### src/rtl/fft_frame_arbiter.sv
`default_nettype none
// ============================================================================
//  Module   : fft_frame_arbiter
//  Purpose  : Shares one fft_top instance between two sample requesters.
//             Input side: frame-granular round-robin arbitration; a granted
//             requester owns the FFT input for exactly N samples.
//             Output side: an owner-tag queue steers each transformed frame
//             back to the requester that submitted it, in submission order.
//  Ports    : clk, rst          - clock, synchronous active-high reset
//             req_din/valid/ready - two sample sources, {re, im} per sample
//             rsp_dout/valid/ready - two result sinks sharing one data bus
//             fft_din/wr_en/in_valid/in_full - fft_top input FIFO
//             fft_dout/empty/rd_en - fft_top output FIFO (first-word-fall-through)
//             busy              - input frame in progress or frames in flight
//  Revision : 1.0 - initial release
// ============================================================================
module fft_frame_arbiter #(
    parameter int N          = 32,
    parameter int DATA_WIDTH = 32,
    parameter int TAG_DEPTH  = 4
) (
    input  logic                           clk,
    input  logic                           rst,
    input  logic [1:0][2*DATA_WIDTH-1:0]   req_din,
    input  logic [1:0]                     req_valid,
    output logic [1:0]                     req_ready,
    output logic [2*DATA_WIDTH-1:0]        rsp_dout,
    output logic [1:0]                     rsp_valid,
    input  logic [1:0]                     rsp_ready,
    output logic [2*DATA_WIDTH-1:0]        fft_din,
    output logic                           fft_wr_en,
    output logic                           fft_in_valid,
    input  logic                           fft_in_full,
    input  logic [2*DATA_WIDTH-1:0]        fft_dout,
    input  logic                           fft_empty,
    output logic                           fft_rd_en,
    output logic                           busy
);

    localparam int c_CNT_W = $clog2(N);
    localparam int c_PTR_W = (TAG_DEPTH > 1) ? $clog2(TAG_DEPTH) : 1;
    localparam int c_OCC_W = $clog2(TAG_DEPTH + 1);

    localparam logic [c_CNT_W-1:0] c_CNT_LAST = c_CNT_W'(N - 1);
    localparam logic [c_PTR_W-1:0] c_PTR_LAST = c_PTR_W'(TAG_DEPTH - 1);
    localparam logic [c_OCC_W-1:0] c_OCC_FULL = c_OCC_W'(TAG_DEPTH);

    typedef enum logic [0:0] {
        S_IDLE   = 1'b0,
        S_STREAM = 1'b1
    } state_t;

    state_t                 r_state;
    state_t                 w_state_nxt;

    logic                   r_grant;
    logic                   r_last_grant;
    logic [c_CNT_W-1:0]     r_in_cnt;
    logic [c_CNT_W-1:0]     r_out_cnt;

    // Owner-tag queue: one bit per frame in flight, circular buffer.
    logic [TAG_DEPTH-1:0]   r_tag_mem;
    logic [c_PTR_W-1:0]     r_wr_ptr;
    logic [c_PTR_W-1:0]     r_rd_ptr;
    logic [c_OCC_W-1:0]     r_occ;

    logic                   w_tag_empty;
    logic                   w_tag_full;
    logic                   w_owner;
    logic                   w_pick;
    logic                   w_grant_go;
    logic                   w_in_hs;
    logic                   w_out_vld;
    logic                   w_tag_pop;

    assign w_tag_empty = (r_occ == '0);
    assign w_tag_full  = (r_occ == c_OCC_FULL);
    assign w_owner     = r_tag_mem[r_rd_ptr];

    // On a tie the requester that did not win last time gets the frame;
    // otherwise whichever single requester is valid.
    assign w_pick = (&req_valid) ? ~r_last_grant : (req_valid[1] & ~req_valid[0]);

    // ------------------------------------------------------------------
    // Input FSM
    // ------------------------------------------------------------------
    always_ff @(posedge clk) begin
        if (rst) begin
            r_state <= S_IDLE;
        end else begin
            r_state <= w_state_nxt;
        end
    end

    always_comb begin
        w_state_nxt = r_state;
        w_grant_go  = 1'b0;
        w_in_hs     = 1'b0;
        req_ready   = 2'b00;
        case (r_state)
            S_IDLE: begin
                // The grant is registered; the first sample is taken next cycle.
                if ((|req_valid) && !w_tag_full) begin
                    w_grant_go  = 1'b1;
                    w_state_nxt = S_STREAM;
                end
            end
            S_STREAM: begin
                req_ready[r_grant] = !fft_in_full;
                w_in_hs            = req_valid[r_grant] & !fft_in_full;
                if (w_in_hs && (r_in_cnt == c_CNT_LAST)) begin
                    w_state_nxt = S_IDLE;
                end
            end
            default: begin
                w_state_nxt = S_IDLE;
            end
        endcase
    end

    assign fft_wr_en    = w_in_hs;
    assign fft_in_valid = w_in_hs;
    assign fft_din      = req_din[r_grant];

    // ------------------------------------------------------------------
    // Output steering
    // ------------------------------------------------------------------
    // Output data with no frame tag outstanding is never read or forwarded.
    assign w_out_vld = !w_tag_empty & !fft_empty;

    always_comb begin
        rsp_valid          = 2'b00;
        rsp_valid[w_owner] = w_out_vld;
    end

    assign fft_rd_en = w_out_vld & rsp_ready[w_owner];
    assign w_tag_pop = fft_rd_en & (r_out_cnt == c_CNT_LAST);
    assign rsp_dout  = fft_dout;
    assign busy      = (r_state == S_STREAM) | !w_tag_empty;

    // ------------------------------------------------------------------
    // Grant, counters and tag queue
    // ------------------------------------------------------------------
    always_ff @(posedge clk) begin
        if (rst) begin
            r_grant      <= 1'b0;
            r_last_grant <= 1'b1;
            r_in_cnt     <= '0;
            r_out_cnt    <= '0;
            r_tag_mem    <= '0;
            r_wr_ptr     <= '0;
            r_rd_ptr     <= '0;
            r_occ        <= '0;
        end else begin
            if (w_grant_go) begin
                r_grant             <= w_pick;
                r_last_grant        <= w_pick;
                r_in_cnt            <= '0;
                r_tag_mem[r_wr_ptr] <= w_pick;
                r_wr_ptr            <= (r_wr_ptr == c_PTR_LAST) ? '0 : r_wr_ptr + 1'b1;
            end else if (w_in_hs) begin
                r_in_cnt <= r_in_cnt + 1'b1;
            end

            if (w_tag_pop) begin
                r_out_cnt <= '0;
                r_rd_ptr  <= (r_rd_ptr == c_PTR_LAST) ? '0 : r_rd_ptr + 1'b1;
            end else if (fft_rd_en) begin
                r_out_cnt <= r_out_cnt + 1'b1;
            end

            // Push and pop in the same cycle leave occupancy unchanged; the
            // full check above already used the pre-update value.
            case ({w_grant_go, w_tag_pop})
                2'b10:   r_occ <= r_occ + 1'b1;
                2'b01:   r_occ <= r_occ - 1'b1;
                default: r_occ <= r_occ;
            endcase
        end
    end

endmodule
`default_nettype wire

### config.mk
export PLATFORM = sky130hd
export DESIGN_NAME = fft_frame_arbiter
export DESIGN_NICKNAME = d
export VERILOG_FILES = /design/src/rtl/fft_frame_arbiter.sv
export SDC_FILE = /design/constraint.sdc
export NUM_CORES = 1
export LEC_CHECK = 0
export CAP_MARGIN = 5
export CORE_AREA = 2 2 129 131
export DETAILED_ROUTE_END_ITERATION = 8
export DIE_AREA = 0 0 131 133
export DONT_BUFFER_PORTS = 1
export HOLD_SLACK_MARGIN = 0.05
export PLACE_DENSITY_LB_ADDON = 0.25
export SLEW_MARGIN = 0
export SYNTH_ARGS = -nofsm -noshare
export SYNTH_HDL_FRONTEND = slang
export SYNTH_SLANG_ARGS = --single-unit
### constraint.sdc
create_clock -name clk -period 2.8 [get_ports clk]
set_clock_uncertainty 0.2 [all_clocks]
set_input_delay 0.14 -clock clk [delete_from_list [all_inputs] [get_ports clk]]
set_output_delay 0.14 -clock clk [all_outputs]
set_load 0.01 [all_outputs]
Word-level counts from Yosys, hierarchy flattened
Index checks and enable logic that the tools add are counted.

cells by class
  multiplexer cells = 25
  add/subtract/negate cells = 6
  reduce and logical (&&, ||, !) cells = 15
  equal/unequal tests = 7
  bitwise logic cells = 11
  magnitude comparators = 7

operator list
  operator                                            count
  two-way mux 64 bit                                  2
  two-way mux 1 bit                                   13
  adder 5 x 1 -> 5 bit, second input constant         2
  equality test 5 bit, second input constant          2
  equality test 2 bit, second input constant          3
  < comparator 2 x 3 -> 1 bit, second input constant  2
  two-way mux 2 bit                                   3
  one-hot mux 3 bit (2 select lines)                  1
  OR reduction 2 bit                                  3
  AND 1 bit                                           5
  logical AND 1 bit                                   5
  adder 2 x 1 -> 2 bit, second input constant         2
  AND 2 bit                                           2
  bitwise mux 4 bit                                   1
  zero test 1 bit                                     4
  < comparator 1 x 2 -> 1 bit, second input constant  2
  adder 3 x 1 -> 3 bit, second input constant         1
  equality test 3 bit, second input constant          1
  zero test 3 bit                                     1
  NOT 1 bit                                           3
  subtractor 3 x 1 -> 3 bit, second input constant    1
  binary-select mux 1 bit (select 2 bit)              1
  demux 1 bit (select 1 bit)                          2
  demux 1 bit (select 2 bit)                          1
  other kinds (7)                                     8

word-level totals
  word-level logic and storage cells = 80
  register bits = 24
  bits of input ports = 200
  output and inout port bits = 136

Logic depth before layout (Yosys ltp)
  word-level depth = 8
  gate-level depth with buffers = 10
  mapped depth without buffers = 10

Worst setup path after synthesis
No wires, ideal clock.

  kind = flip-flop to flip-flop
  from = reg r_rd_ptr[0]
  to = reg r_occ[2]
  setup slack = 44 ps
  library setup time = 71 ps
  cell stages (with the launch flop) = 10
  path buffers = 0
  arrival time = 2,485 ps
  cells stage by stage = dfxtp_1 mux4_2 mux2_4 and3_4 ha_1 inv_1 fa_1 xor2_1 or3_1 a21oi_1

between the ends
  longest elaborated chain between the ends = 8
  elaborated cells between the ends (all ways) = 10

ends and longest elaborated chain
  what                                                                             line  text
  from (decl)                                                                      64    logic [c_PTR_W-1:0] r_rd_ptr;
  from (signal assigned)                                                           167   r_rd_ptr <= (r_rd_ptr == c_PTR_LAST) ? '0 : r_rd_ptr + 1'b1;
  binary-select mux 1 bit (select 2 bit) *                                         78    assign w_owner = r_tag_mem[r_rd_ptr];
  two-way mux 1 bit (not written as such) *                                        78
  two-way mux 1 bit (not written as such) * (2 in series)                          136   assign fft_rd_en = w_out_vld & rsp_ready[w_owner];
  AND 1 bit *                                                                      136
  AND 1 bit *                                                                      137   assign w_tag_pop = fft_rd_en & (r_out_cnt == c_CNT_LAST);
  named net w_tag_pop                                                              74    logic w_tag_pop;
  equality test 2 x 1 -> 1 bit / equality test 2 bit (equally long branches)       174   case ({w_grant_go, w_tag_pop})
  one-hot mux 3 bit (2 select lines) / nonzero test 2 bit (equally long branches)  n/a
  to (signal assigned)                                                             175   2'b10: r_occ <= r_occ + 1'b1;
  to (signal assigned)                                                             176   2'b01: r_occ <= r_occ - 1'b1;
  to (signal assigned)                                                             177   default: r_occ <= r_occ;
  to (decl)                                                                        65    logic [c_OCC_W-1:0] r_occ;

The timed path passes the listed nets; every way through them passes the cells marked *. The select of a mux whose other input is x is not followed.
A chain may end at the register's enable or synchronous reset.

Worst setup path in the final report
Ends and elaborated chain as after synthesis.

==> flow_summary_export.csv <==
group,metric,value,unit
logic_synthesis,synth-xor-area-share,1.73,%
power,vdd_ir_drop_max,0.000299,V
timing,final.setup.tns,0,ns
layout,finalInstanceArea,2520,µm²
logic_synthesis,synth_seq_area_share,19.0,%
timing,setup_ws,0.0747,ns
floorplanning,initial_utilization,15.7,%
place,port_buffers,0,
grt,grt_max_degree,42,
logic_synthesis,netlist_instances,284,
place,pre_cts_ws,0.0173,ns
power,p_leak,0.000865,µW
timing,holdWs,0.0567,ns
outcome,run_status,"finished, final reports clean",
clock_tree,cts_root_buf,"clkbuf_16",
floorplanning,core,16200,µm²
layout,n_fill_cell,1822,
setup_path,worstSetupEndpointType,"register",
grt,grt_pass1_vias,1724,
logic_synthesis,ys_seq_elements,24,
floorplanning,die_w,131,µm
layout,final_core_util,15.6,%
drt,wl_per_cell,22.6,µm
setup_path,cp.required,2.77,ns
drt,top_layer_used,"met5",
logic_synthesis,synth_top_flop_cell,"dfxtp_1",
floorplanning,die_height,133,µm
logic_synthesis,synth_compound_area_share,6.67,%
drt,drc,0,
logic_synthesis,synthDominantAreaCellType,"mux2_2",
grt,grt_util_all_layers,10.4,%
clock_tree,clockBufferDepth,2,
logic_synthesis,async_flop_share,0,%
drt,routed_via_density,3.96,
clock_tree,clock_sinks,24,
setup_path,cp_data_arrival_time,2.70,ns
setup_path,crit_path_max_fanout,2,
logic_synthesis,yosysWarnings,0,
logic_synthesis,yosysUniqueCellTypes,39,
grt,grt_pass1_wl,12700,µm
power,p_per_area,445,nW/µm²
timing,rsz0062_at_grt,"yes",
logic_synthesis,yosys-top-cells-area,"mux2_2 28%, buf_4 19%, dfxtp_1 19%",
timing,finalSetupViolCount,0,
layout,nets,437,
layout,area_growth,-0.494,%
place,hpwlAfterDp,8830,µm
logic_synthesis,avgSynthCellArea,8.92,µm²
clock_tree,clock_latency,0.25,ns
drt,routed-wl-met3,1420,µm
logic_synthesis,synth_top_family_by_area,"multiplexers",
drt,ant_nets,0,
grt,grt_overflow,0,
setup_path,cp-start-kind,"register",
drt,vias,1775,
drt,wl,10100,µm
floorplanning,num_rows,47,
logic_synthesis,synth_adder_area_share,5.73,%
timing,slew_headroom,35.9,%
place,gp_congestion,0.879,
setup_path,critPathKind,"reg2reg",
logic_synthesis,synth-simple-area-share,10.8,%
grt,antenna_found_initial,3,
logic_synthesis,netlist_area,2530,µm²
setup_path,slowest_stage,"mux4_2",
setup_path,critPathMaxStageDelay,0.54,ns
hold_path,hold_path.class,"in2reg",
logic_synthesis,synth_edf_count,0,
timing,fin_crit,2.73,ns
timing,hold_violations,0,
drt,drt-initial-drc-count,68,
drt,met2_length,4780,µm
drt,met1Wirelength,3900,µm
place,postPlaceCellArea,2340,µm²
clock_tree,cts_tree,"built",
timing,fin_crit_sh,97.3,%
logic_synthesis,synth_top_area_share,28.4,%
layout,drive_gt1_share,41.3,%
floorplanning,ios,336,
timing,fmax,367,MHz
timing,finalMaxSlewViolations,0,
drt,dr.pass1.iters,4,
timing,tightest_slew,0.959,ns
clock_tree,cts_buffers,3,
setup_path,crit_path_cell_trace,"mux4_2 -> mux2_4 -> and3_4 -> ha_4 -> inv_2 -> fa_2 -> xor2_1 -> or3_1 -> a21oi_1",
clock_tree,clk_pin_slew,0.06,ns
logic_synthesis,synth_mux_area_share,32.9,%
floorplanning,die_area,17400,µm²
logic_synthesis,synthesis.nets,495,
run,drv_cap,0,
clock_tree,h-tree-depth,1,
==> per-layer routing <==
metal	vias up	global-route usage, %
met1	813	11.9
met5	-	0
met2	152	17.3
met3	4	6.11
met4	2	0.591
li1	804	-
==> cells in the mapped netlist (3+ instances only) <==
master	n
nand2_1	4
buf_4	65
inv_1	14
a31o_2	3
nor2_1	16
o21ai_0	9
mux2i_1	6
a21oi_1	8
xnor2_1	3
buf_1	3
ha_1	10
nor3_1	12
nand2b_1	3
mux2_2	64
clkbuf_1	7
dfxtp_1	24
nand3_1	5
==> cell usage in the layout (no fill, tap or decap), types with 2 or more instances in the layout <==
cell           netlist  layout
nor3b_1              2       2
ha_1                10       9
inv_1               14      13
a21oi_1              8       8
nor3_1              12      12
a31o_2               3       3
nand2b_1             3       3
xor2_1               2       2
nand3_1              5       5
clkbuf_16            0       3
xnor2_1              3       3
buf_4               65      10
nand2_1              4       4
dfxtp_1             24      22
o311ai_0             2       2
o21ai_0              9       9
mux2_4               2       2
nor2_1              16      16
and3_1               2       2
diode_2              0       3
mux2_2              64      64
mux2i_1              6       6
dlygate4sd3_1        0       4
==> logic make-up after synthesis <==
| logic type | after synthesis |
|---|---|
| xor+xnor | 5 |
| compound gates | 27 |
| flops | 24 |
| simple gates | 53 |
| buf+inv | 91 |
| mux | 73 |
| fa+ha+maj | 11 |
==> state kept, by name, indices dropped and copies added (netlist names) <==
register and cells:
r_occ 3, r_tag_mem 4, r_last_grant 1, r_out_cnt 5, r_state 1, r_wr_ptr 2
r_grant 1, r_rd_ptr 2, r_in_cnt 5
==> stage by stage <==
stage | instances | total power [µW]
global placement | 436 | 713
CTS | 444 | 1140
floorplan | 284 | 740
global route | 446 | 1190
detailed placement | 436 | 713
finish | 448 | 1120
==> power by group <==
part / switching [µW] / internal, µW / total, µW
Sequential: 30.4 / 359 / 389
Combinational: 186 / 141 / 327
Clock: 122 / 284 / 406
Total: 339 / 784 / 1120
==> critical path: cells and delay by family, from the launching register on <==
| kind | cells | cell delay, ns |
|---|---|---|
| simple gates | 2 | 0.56 |
| xor+xnor | 1 | 0.15 |
| flops | 1 | 0.34 |
| compound gates | 1 | 0.14 |
| mux | 2 | 0.76 |
| fa+ha+maj | 2 | 0.46 |
| buf+inv | 1 | 0.04 |
==> cell type report <==
| class | count | area, µm² | share of cell area, % |
|---|---|---|---|
| multi-input cells | 169 | 1480 | 58.7 |
| inverters | 14 | 52.6 | 2.08 |
| diodes | 3 | 7.51 | 0.298 |
| repair buffers | 14 | 115 | 4.57 |
| well taps | 220 | 275 | 10.9 |
| clock inverters | 1 | 30.0 | 1.19 |
| clock buffers | 3 | 75.1 | 2.98 |
| flip-flops and latches | 24 | 485 | 19.3 |
==> path summary, 6_finish.rpt <==
path	startpoint	slack, ns	end	cells past startpoint
worst max-delay path	r_rd_ptr[0]	0.07	r_occ[2]	9
worst min-delay path	fft_empty	0.06	r_out_cnt[0]	3
worst max register to register	r_rd_ptr[0]	0.07	r_occ[2]	9
worst min register to register	r_tag_mem[3]	0.29	r_tag_mem[3]	2
==> what timing repair did <==
| action | in CTS | in global routing |
|---|---|---|
| setup buffers | 0 | 1 |
| pin swaps | 0 | 2 |
| hold buffers | 4 | 0 |
| setup endpoints to repair | 1 | 1 |
| gates resized for setup | 1 | 4 |
| hold endpoints to repair | 24 | 0 |
No activity file was read; power rests on OpenSTA's default activity.
